[src/rtl/regfile_pkg.sv]
// regfile_pkg: shared definitions for the multi-port register file and its dump engine.
// Contents: dump state encoding, default widths, and the hard-wired zero register index.
package regfile_pkg;
   typedef enum logic [1:0] {
      DUMP_IDLE = 2'd0,
      DUMP_SEND = 2'd1,
      DUMP_DONE = 2'd2
   } dump_state_e;
   localparam int DEF_DATA_WIDTH = 32;
   localparam int DEF_ADDR_WIDTH = 5;
   localparam int ZERO_IDX       = 0;
endpackage

[src/rtl/regfile_dump_fsm.sv]
// regfile_dump_fsm: streams every register in address order over a valid/ready handshake.
// Ports: clk, reset (async active-low), dump_start/dump_ready (requests),
//        rd_addr/rd_data (dedicated array read port with zero/bypass applied by the parent),
//        dump_busy/dump_valid/dump_addr/dump_data/dump_done (beat stream and status).
module regfile_dump_fsm
   import regfile_pkg::*;
#(
   parameter int DATA_WIDTH = DEF_DATA_WIDTH,
   parameter int ADDR_WIDTH = DEF_ADDR_WIDTH
) (
   input  logic                  clk,
   input  logic                  reset,
   input  logic                  dump_start,
   input  logic                  dump_ready,
   output logic [ADDR_WIDTH-1:0] rd_addr,
   input  logic [DATA_WIDTH-1:0] rd_data,
   output logic                  dump_busy,
   output logic                  dump_valid,
   output logic [ADDR_WIDTH-1:0] dump_addr,
   output logic [DATA_WIDTH-1:0] dump_data,
   output logic                  dump_done
);
   dump_state_e           state_q, state_d;
   logic [ADDR_WIDTH-1:0] addr_q, addr_d;
   logic [DATA_WIDTH-1:0] data_q, data_d;

   always_ff @(posedge clk or negedge reset) begin
      if (!reset) begin
         state_q <= DUMP_IDLE;
         addr_q  <= '0;
         data_q  <= '0;
      end else begin
         state_q <= state_d;
         addr_q  <= addr_d;
         data_q  <= data_d;
      end
   end

   // The read port always looks at the beat that would be loaded next, so a
   // write landing on the same edge is captured through the parent's bypass.
   assign rd_addr = (state_q == DUMP_IDLE) ? '0 : addr_q + ADDR_WIDTH'(1);

   always_comb begin
      state_d = state_q;
      addr_d  = addr_q;
      data_d  = data_q;
      unique case (state_q)
         DUMP_IDLE: if (dump_start) begin
            state_d = DUMP_SEND;
            addr_d  = '0;
            data_d  = rd_data;
         end
         DUMP_SEND: if (dump_ready) begin
            if (&addr_q) state_d = DUMP_DONE;
            else begin
               addr_d = rd_addr;
               data_d = rd_data;
            end
         end
         DUMP_DONE: state_d = DUMP_IDLE;
         default:   state_d = DUMP_IDLE;
      endcase
   end

   always_comb begin
      dump_valid = (state_q == DUMP_SEND);
      dump_busy  = (state_q != DUMP_IDLE);
      dump_done  = (state_q == DUMP_DONE);
      dump_addr  = addr_q;
      dump_data  = data_q;
   end
endmodule

[src/rtl/regfile_mp.sv]
// regfile_mp: parametrised multi-read-port integer register file with write bypass and debug dump.
// Ports: clk, reset (async active-low, clears the array),
//        A_RD/RD (NUM_RD packed combinational read ports), A3/WD3/WE3 (write port),
//        dump_start/dump_ready in, dump_busy/dump_valid/dump_addr/dump_data/dump_done out.
module regfile_mp
   import regfile_pkg::*;
#(
   parameter int DATA_WIDTH = DEF_DATA_WIDTH,
   parameter int ADDR_WIDTH = DEF_ADDR_WIDTH,
   parameter int NUM_RD     = 2,
   parameter int ZERO_REG   = 1,
   parameter int BYPASS     = 1
) (
   input  logic                         clk,
   input  logic                         reset,
   input  logic [NUM_RD*ADDR_WIDTH-1:0] A_RD,
   output logic [NUM_RD*DATA_WIDTH-1:0] RD,
   input  logic [ADDR_WIDTH-1:0]        A3,
   input  logic [DATA_WIDTH-1:0]        WD3,
   input  logic                         WE3,
   input  logic                         dump_start,
   output logic                         dump_busy,
   output logic                         dump_valid,
   input  logic                         dump_ready,
   output logic [ADDR_WIDTH-1:0]        dump_addr,
   output logic [DATA_WIDTH-1:0]        dump_data,
   output logic                         dump_done
);
   localparam int DEPTH = 1 << ADDR_WIDTH;
   localparam logic [ADDR_WIDTH-1:0] ZERO_A = ADDR_WIDTH'(ZERO_IDX);

   logic [DATA_WIDTH-1:0] ram_q [DEPTH];
   logic [DATA_WIDTH-1:0] ram_d [DEPTH];
   logic                  wr_ok;
   logic [ADDR_WIDTH-1:0] dump_rd_addr;
   logic [DATA_WIDTH-1:0] dump_rd_data;

   // A write to x0 is dropped entirely, so it must not be bypassed either.
   assign wr_ok = WE3 && !((ZERO_REG != 0) && (A3 == ZERO_A));

   always_comb begin
      ram_d = ram_q;
      if (wr_ok) ram_d[A3] = WD3;
   end

   always_ff @(posedge clk or negedge reset) begin
      if (!reset) ram_q <= '{default: '0};
      else        ram_q <= ram_d;
   end

   for (genvar i = 0; i < NUM_RD; i++) begin : g_rd
      logic [ADDR_WIDTH-1:0] a;
      assign a = A_RD[i*ADDR_WIDTH +: ADDR_WIDTH];
      assign RD[i*DATA_WIDTH +: DATA_WIDTH] =
         ((ZERO_REG != 0) && (a == ZERO_A)) ? '0 :
         ((BYPASS != 0) && wr_ok && (A3 == a)) ? WD3 : ram_q[a];
   end

   assign dump_rd_data =
      ((ZERO_REG != 0) && (dump_rd_addr == ZERO_A)) ? '0 :
      ((BYPASS != 0) && wr_ok && (A3 == dump_rd_addr)) ? WD3 : ram_q[dump_rd_addr];

   regfile_dump_fsm #(
      .DATA_WIDTH (DATA_WIDTH),
      .ADDR_WIDTH (ADDR_WIDTH)
   ) u_dump (
      .clk        (clk),
      .reset      (reset),
      .dump_start (dump_start),
      .dump_ready (dump_ready),
      .rd_addr    (dump_rd_addr),
      .rd_data    (dump_rd_data),
      .dump_busy  (dump_busy),
      .dump_valid (dump_valid),
      .dump_addr  (dump_addr),
      .dump_data  (dump_data),
      .dump_done  (dump_done)
   );
endmodule

[config.mk]
export PLATFORM = sky130hd
export DESIGN_NAME = regfile_mp
export DESIGN_NICKNAME = d
export VERILOG_FILES = /design/src/rtl/regfile_pkg.sv /design/src/rtl/regfile_dump_fsm.sv /design/src/rtl/regfile_mp.sv
export SDC_FILE = /design/constraint.sdc
export NUM_CORES = 2
export LEC_CHECK = 0
export CAP_MARGIN = 10
export CORE_AREA = 2 2 351 353
export CTS_BUF_LIST = sky130_fd_sc_hd__clkbuf_2
export DETAILED_ROUTE_END_ITERATION = 8
export DIE_AREA = 0 0 353 355
export PLACE_DENSITY = 0.74
export RECOVER_POWER = 50
export REMOVE_ABC_BUFFERS = 1
export SLEW_MARGIN = 30
export SYNTH_ARGS = -nofsm -noshare
export SYNTH_HDL_FRONTEND = slang
export SYNTH_SLANG_ARGS = --single-unit
[constraint.sdc]
create_clock -name clk -period 4 [get_ports clk]
set_input_delay 1 -clock clk [delete_from_list [all_inputs] [get_ports clk]]
set_output_delay 1 -clock clk [all_outputs]
set_load 0.02 [all_outputs]
==> impl_metrics.env <==
export IMPL_reg2reg_to="u_dump.dump_data[29]"
export IMPL_p_leak_nw=33.34
export IMPL_fin_area_sq_um=77140
export IMPL_io_pins=156
export IMPL_yosys_area_top_type="dfrtp_1"
export IMPL_ys_ff_latch=1063
export IMPL_fin_crit_ns=4.695
export IMPL_via_per_inst=7.421
export IMPL_p_sw_share_pct=40.75
export IMPL_rrSetupSlack_ns=0.12
export IMPL_synth_avg_cell_area_sq_um=12.74
export IMPL_violations="capacitance limit, slew limit, setup timing"
export IMPL_fill_cells=9175
export IMPL_yosysWarnings=0
export IMPL_placedInstanceArea_sq_um=73180
export IMPL_status="finished, violations left"
export IMPL_path_max_fanout=4
export IMPL_grt_pass1_vias=55900
export IMPL_drt_first_pass_iters=8
export IMPL_setup_viol=64
export IMPL_wl_mm=258.9
export IMPL_internal_power_mw=23.59
export IMPL_ys_flop_type="dfrtp_1"
export IMPL_remaining_drc_errors=0
export IMPL_tightest_slew_ns=2.303
export IMPL_critPathLaunchType="flip-flop"
export IMPL_grt_start_max_net_pins=169
export IMPL_row_count=128
export IMPL_yosysSeqAreaShare_pct=40.09
export IMPL_die_w_um=353
export IMPL_grtUsageMet2_pct=57.06
export IMPL_cap_violations=11
export IMPL_clockBufferDepth=4
export IMPL_place_inst=6886
export IMPL_cts_tree="done"
export IMPL_grt_pass1_wl_mm=375.3
export IMPL_endpoint="RD[38]"
export IMPL_worstRegToRegCells=12
export IMPL_pwr_share_comb_pct=42.2
export IMPL_drt_initial_drc_count=8515
export IMPL_worstSetupPathType="flip-flop to output port"
export IMPL_num_vias=55910
export IMPL_power_switching_mw=16.23
export IMPL_syn_to_final_growth_pct=16.26
export IMPL_start_util_pct=54.65
export IMPL_clock_latency_ns=1.75
export IMPL_cp_end_kind="output port"
export IMPL_power_density_nw_per_um2=516.2
export IMPL_cp_arrival_ns=3.69
export IMPL_critPathLaunch="ram_q[678]"
export IMPL_numPortBuffers=155
export IMPL_nets=5763
export IMPL_cts_made_buffers=297
export IMPL_grt_antenna_before_repair=7
export IMPL_fin_skew_ns=0.09638
export IMPL_cp_required_ns=3.00
export IMPL_syn_area_sq_um=66350
export IMPL_layout_cells_non_filler=7533
export IMPL_fin_hold_ws_ns=0.1323
export IMPL_cts_sinks=1063
export IMPL_track_usage_pct=40.72
export IMPL_max_slew_margin_pct=-53.53
export IMPL_fp_dieH_um=355
export IMPL_hold_violations=0
export IMPL_fmax_mhz=213.0
export IMPL_hpwlAfterDp_mm=159.7
export IMPL_p_seq_share_pct=37.8
export IMPL_peakVddDrop_uv=423.2
export IMPL_avgRoutedWirePerCell_um=34.37
export IMPL_slew_violations=452
export IMPL_hp_class="input port to flip-flop"
export IMPL_r2r_start="u_dump.state_q[0]"
export IMPL_ys_types=66
export IMPL_rsz0062_at_grt="true"
export IMPL_synth_edf_count=0
export IMPL_synth_top_area_share_pct=40.09
export IMPL_die_area_sq_um=125300
export IMPL_synth_cells=5207
export IMPL_gp_congestion=0.9547
export IMPL_p_clk_share_pct=19.9
export IMPL_busiest_layer="met2"
export IMPL_worst_slack_ns=-0.6950
export IMPL_fin_crit_sh_pct=117.4
export IMPL_grt_use_met3_pct=17.58
export IMPL_drive_gt1_share_pct=49.47
export IMPL_grt_met1_usage_pct=51.41
export IMPL_coreArea_sq_um=121400
export IMPL_async_flop_share_pct=100.0
export IMPL_grt_overflow_total=0
export IMPL_root_buffer="clkbuf_2"
export IMPL_antenna_left=0
export IMPL_h_tree_depth=5
export IMPL_synthTopCellsByArea="dfrtp_1 40%, mux2_2 18%, mux4_2 17%"
export IMPL_clk_pin_slew_ns=0.10
metal layers:
layer / vias to the layer above / part of all wire (%) / wire, um
li1: 21510 / - / -
met2: 5144 / 42 / 108000
met5: - / 0.043 / 112
met4: 10 / 7.8 / 20190
met1: 27910 / 35 / 89490
met3: 1335 / 16 / 41140
sequential cells by signal, indices dropped and copies added, names as in the netlist:
| signal | flops |
|---|---|
| ram_q | 1024 |
| u_dump.dump_addr | 5 |
| u_dump.dump_data | 32 |
| u_dump.state_q | 2 |
cell families (layout without fill, tap and decap cells):
logic type	after synthesis	in the layout	synth area share (%)
muxes	1971	1971	41.32
DFF	1063	1063	40.09
AOI/OAI and AO/OA	974	974	10.29
buffers and inverters	629	1319	4.015
and+or+nand+nor	552	552	4.021
xor gates and xnor gates	16	16	0.2225
adders and majority gates	2	2	0.03771
other	0	11	0
cell usage after synthesis (all sizes together), types with 4 or more instances:
cell and count:
a2111oi 20, a211oi 84, a21oi 154, a221o 30, a221oi 5, a22o 17, a22oi 139, a2bb2oi 6
a31o 8, a31oi 11, a32oi 10, a41oi 5, and2 25, and3 5, buf 277, clkbuf 347
dfrtp 1063, inv 5, mux2 1073, mux2i 391, mux4 507, nand2 231, nand2b 7, nand3 21
nand3b 5, nor2 64, nor2b 119, nor3 39, nor3b 4, o2111ai 19, o211ai 10, o21ai 130
o21bai 17, o221ai 85, o22a 5, o22ai 124, o31a 5, o31ai 22, o32a 4, o32ai 49
o41ai 4, or3 24, xnor2 9, xor2 7
cell type report:
class | instances | area, sq um | share of cell area (%)
diodes | 11 | 27.53 | 0.03569
inverters | 5 | 26.28 | 0.03406
clock inverters | 87 | 479.2 | 0.6212
clock buffers | 400 | 2002 | 2.595
flip-flops and latches | 1063 | 26610 | 34.49
repair buffers | 827 | 7825 | 10.14
multi-input cells | 3515 | 38140 | 49.44
well taps | 1625 | 2033 | 2.636
stage by stage:
stage	power, mW	util, %	setup TNS, ns	worst slack, ns
3_3_place_gp	30.12	60.24	-48.09	-1.221
3_5_place_dp	30.67	60.28	-49.94	-1.216
2_1_floorplan	23.37	-	-406.18	-10.59
6_report	39.81	63.54	-32.72	-0.6950
4_1_cts	38.90	63.32	-36.09	-0.7245
5_1_grt	41.10	63.53	-39.96	-0.7916
power by group through the flow:
stage | registers (mW) | logic (mW) | clock network, mW
detailed placement | 15.2 | 15.5 | 0
floorplan | 14.8 | 8.58 | 0
global route | 15.3 | 17.3 | 8.56
global placement | 15.0 | 15.1 | 0
CTS | 14.9 | 16.1 | 7.95
finish | 15.1 | 16.8 | 7.94
repair_timing:
action                                  in CTS  in global routing
buffers inserted                           130                 28
hold buffers                                 2                  0
endpoints found under the setup margin      68                 66
endpoints found under the hold margin      822                  0
gates resized for setup                    479                 71
pin swaps                                   84                 33
placed cells by master, fill, tap and decap left out, types with 11 or more instances in the layout:
master / count
a21oi_2: 20
nand2_1: 209
a22oi_1: 139
nor2_4: 18
diode_2: 11
mux2i_1: 376
clkbuf_1: 21
buf_12: 110
and2_1: 23
a211oi_1: 63
a22o_1: 16
o32ai_1: 49
a31oi_1: 11
o21ai_0: 93
nor3_1: 36
o31ai_1: 19
buf_4: 536
mux4_2: 507
o2111ai_1: 19
o221ai_1: 85
o21bai_1: 15
nand2_4: 16
a221o_1: 30
buf_6: 32
a211oi_2: 18
a2111oi_0: 20
or3_1: 23
nor2_1: 43
dfrtp_1: 1060
o21ai_1: 22
buf_2: 27
clkdlybuf4s50_1: 76
clkinv_1: 61
clkinv_2: 17
nor2b_1: 114
clkbuf_2: 408
mux2_2: 1069
a21oi_1: 132
o22ai_1: 113
worst min-delay path by stage:
stage / start / endpoint / slack [ns] / depth (start not counted)
floorplan: ram_q[1000] / ram_q[1000] / 0.38 / 0
global placement: ram_q[1011] / ram_q[1011] / 0.40 / 0
detailed placement: ram_q[1008] / ram_q[1008] / 0.41 / 0
CTS: WD3[29] / ram_q[925] / 0.04 / 2
global route: WD3[29] / ram_q[925] / 0.09 / 2
finish: WD3[29] / ram_q[925] / 0.13 / 2
worst max-delay path, cell delays in order (launching register included):
cell and delay (ns):
dfrtp_1 0.42, mux4_2 0.47, mux4_2 0.49, mux2i_1 0.17, buf_4 0.17, a211oi_2 0.07, buf_4 0.17
(Power assumes the default switching activity.)
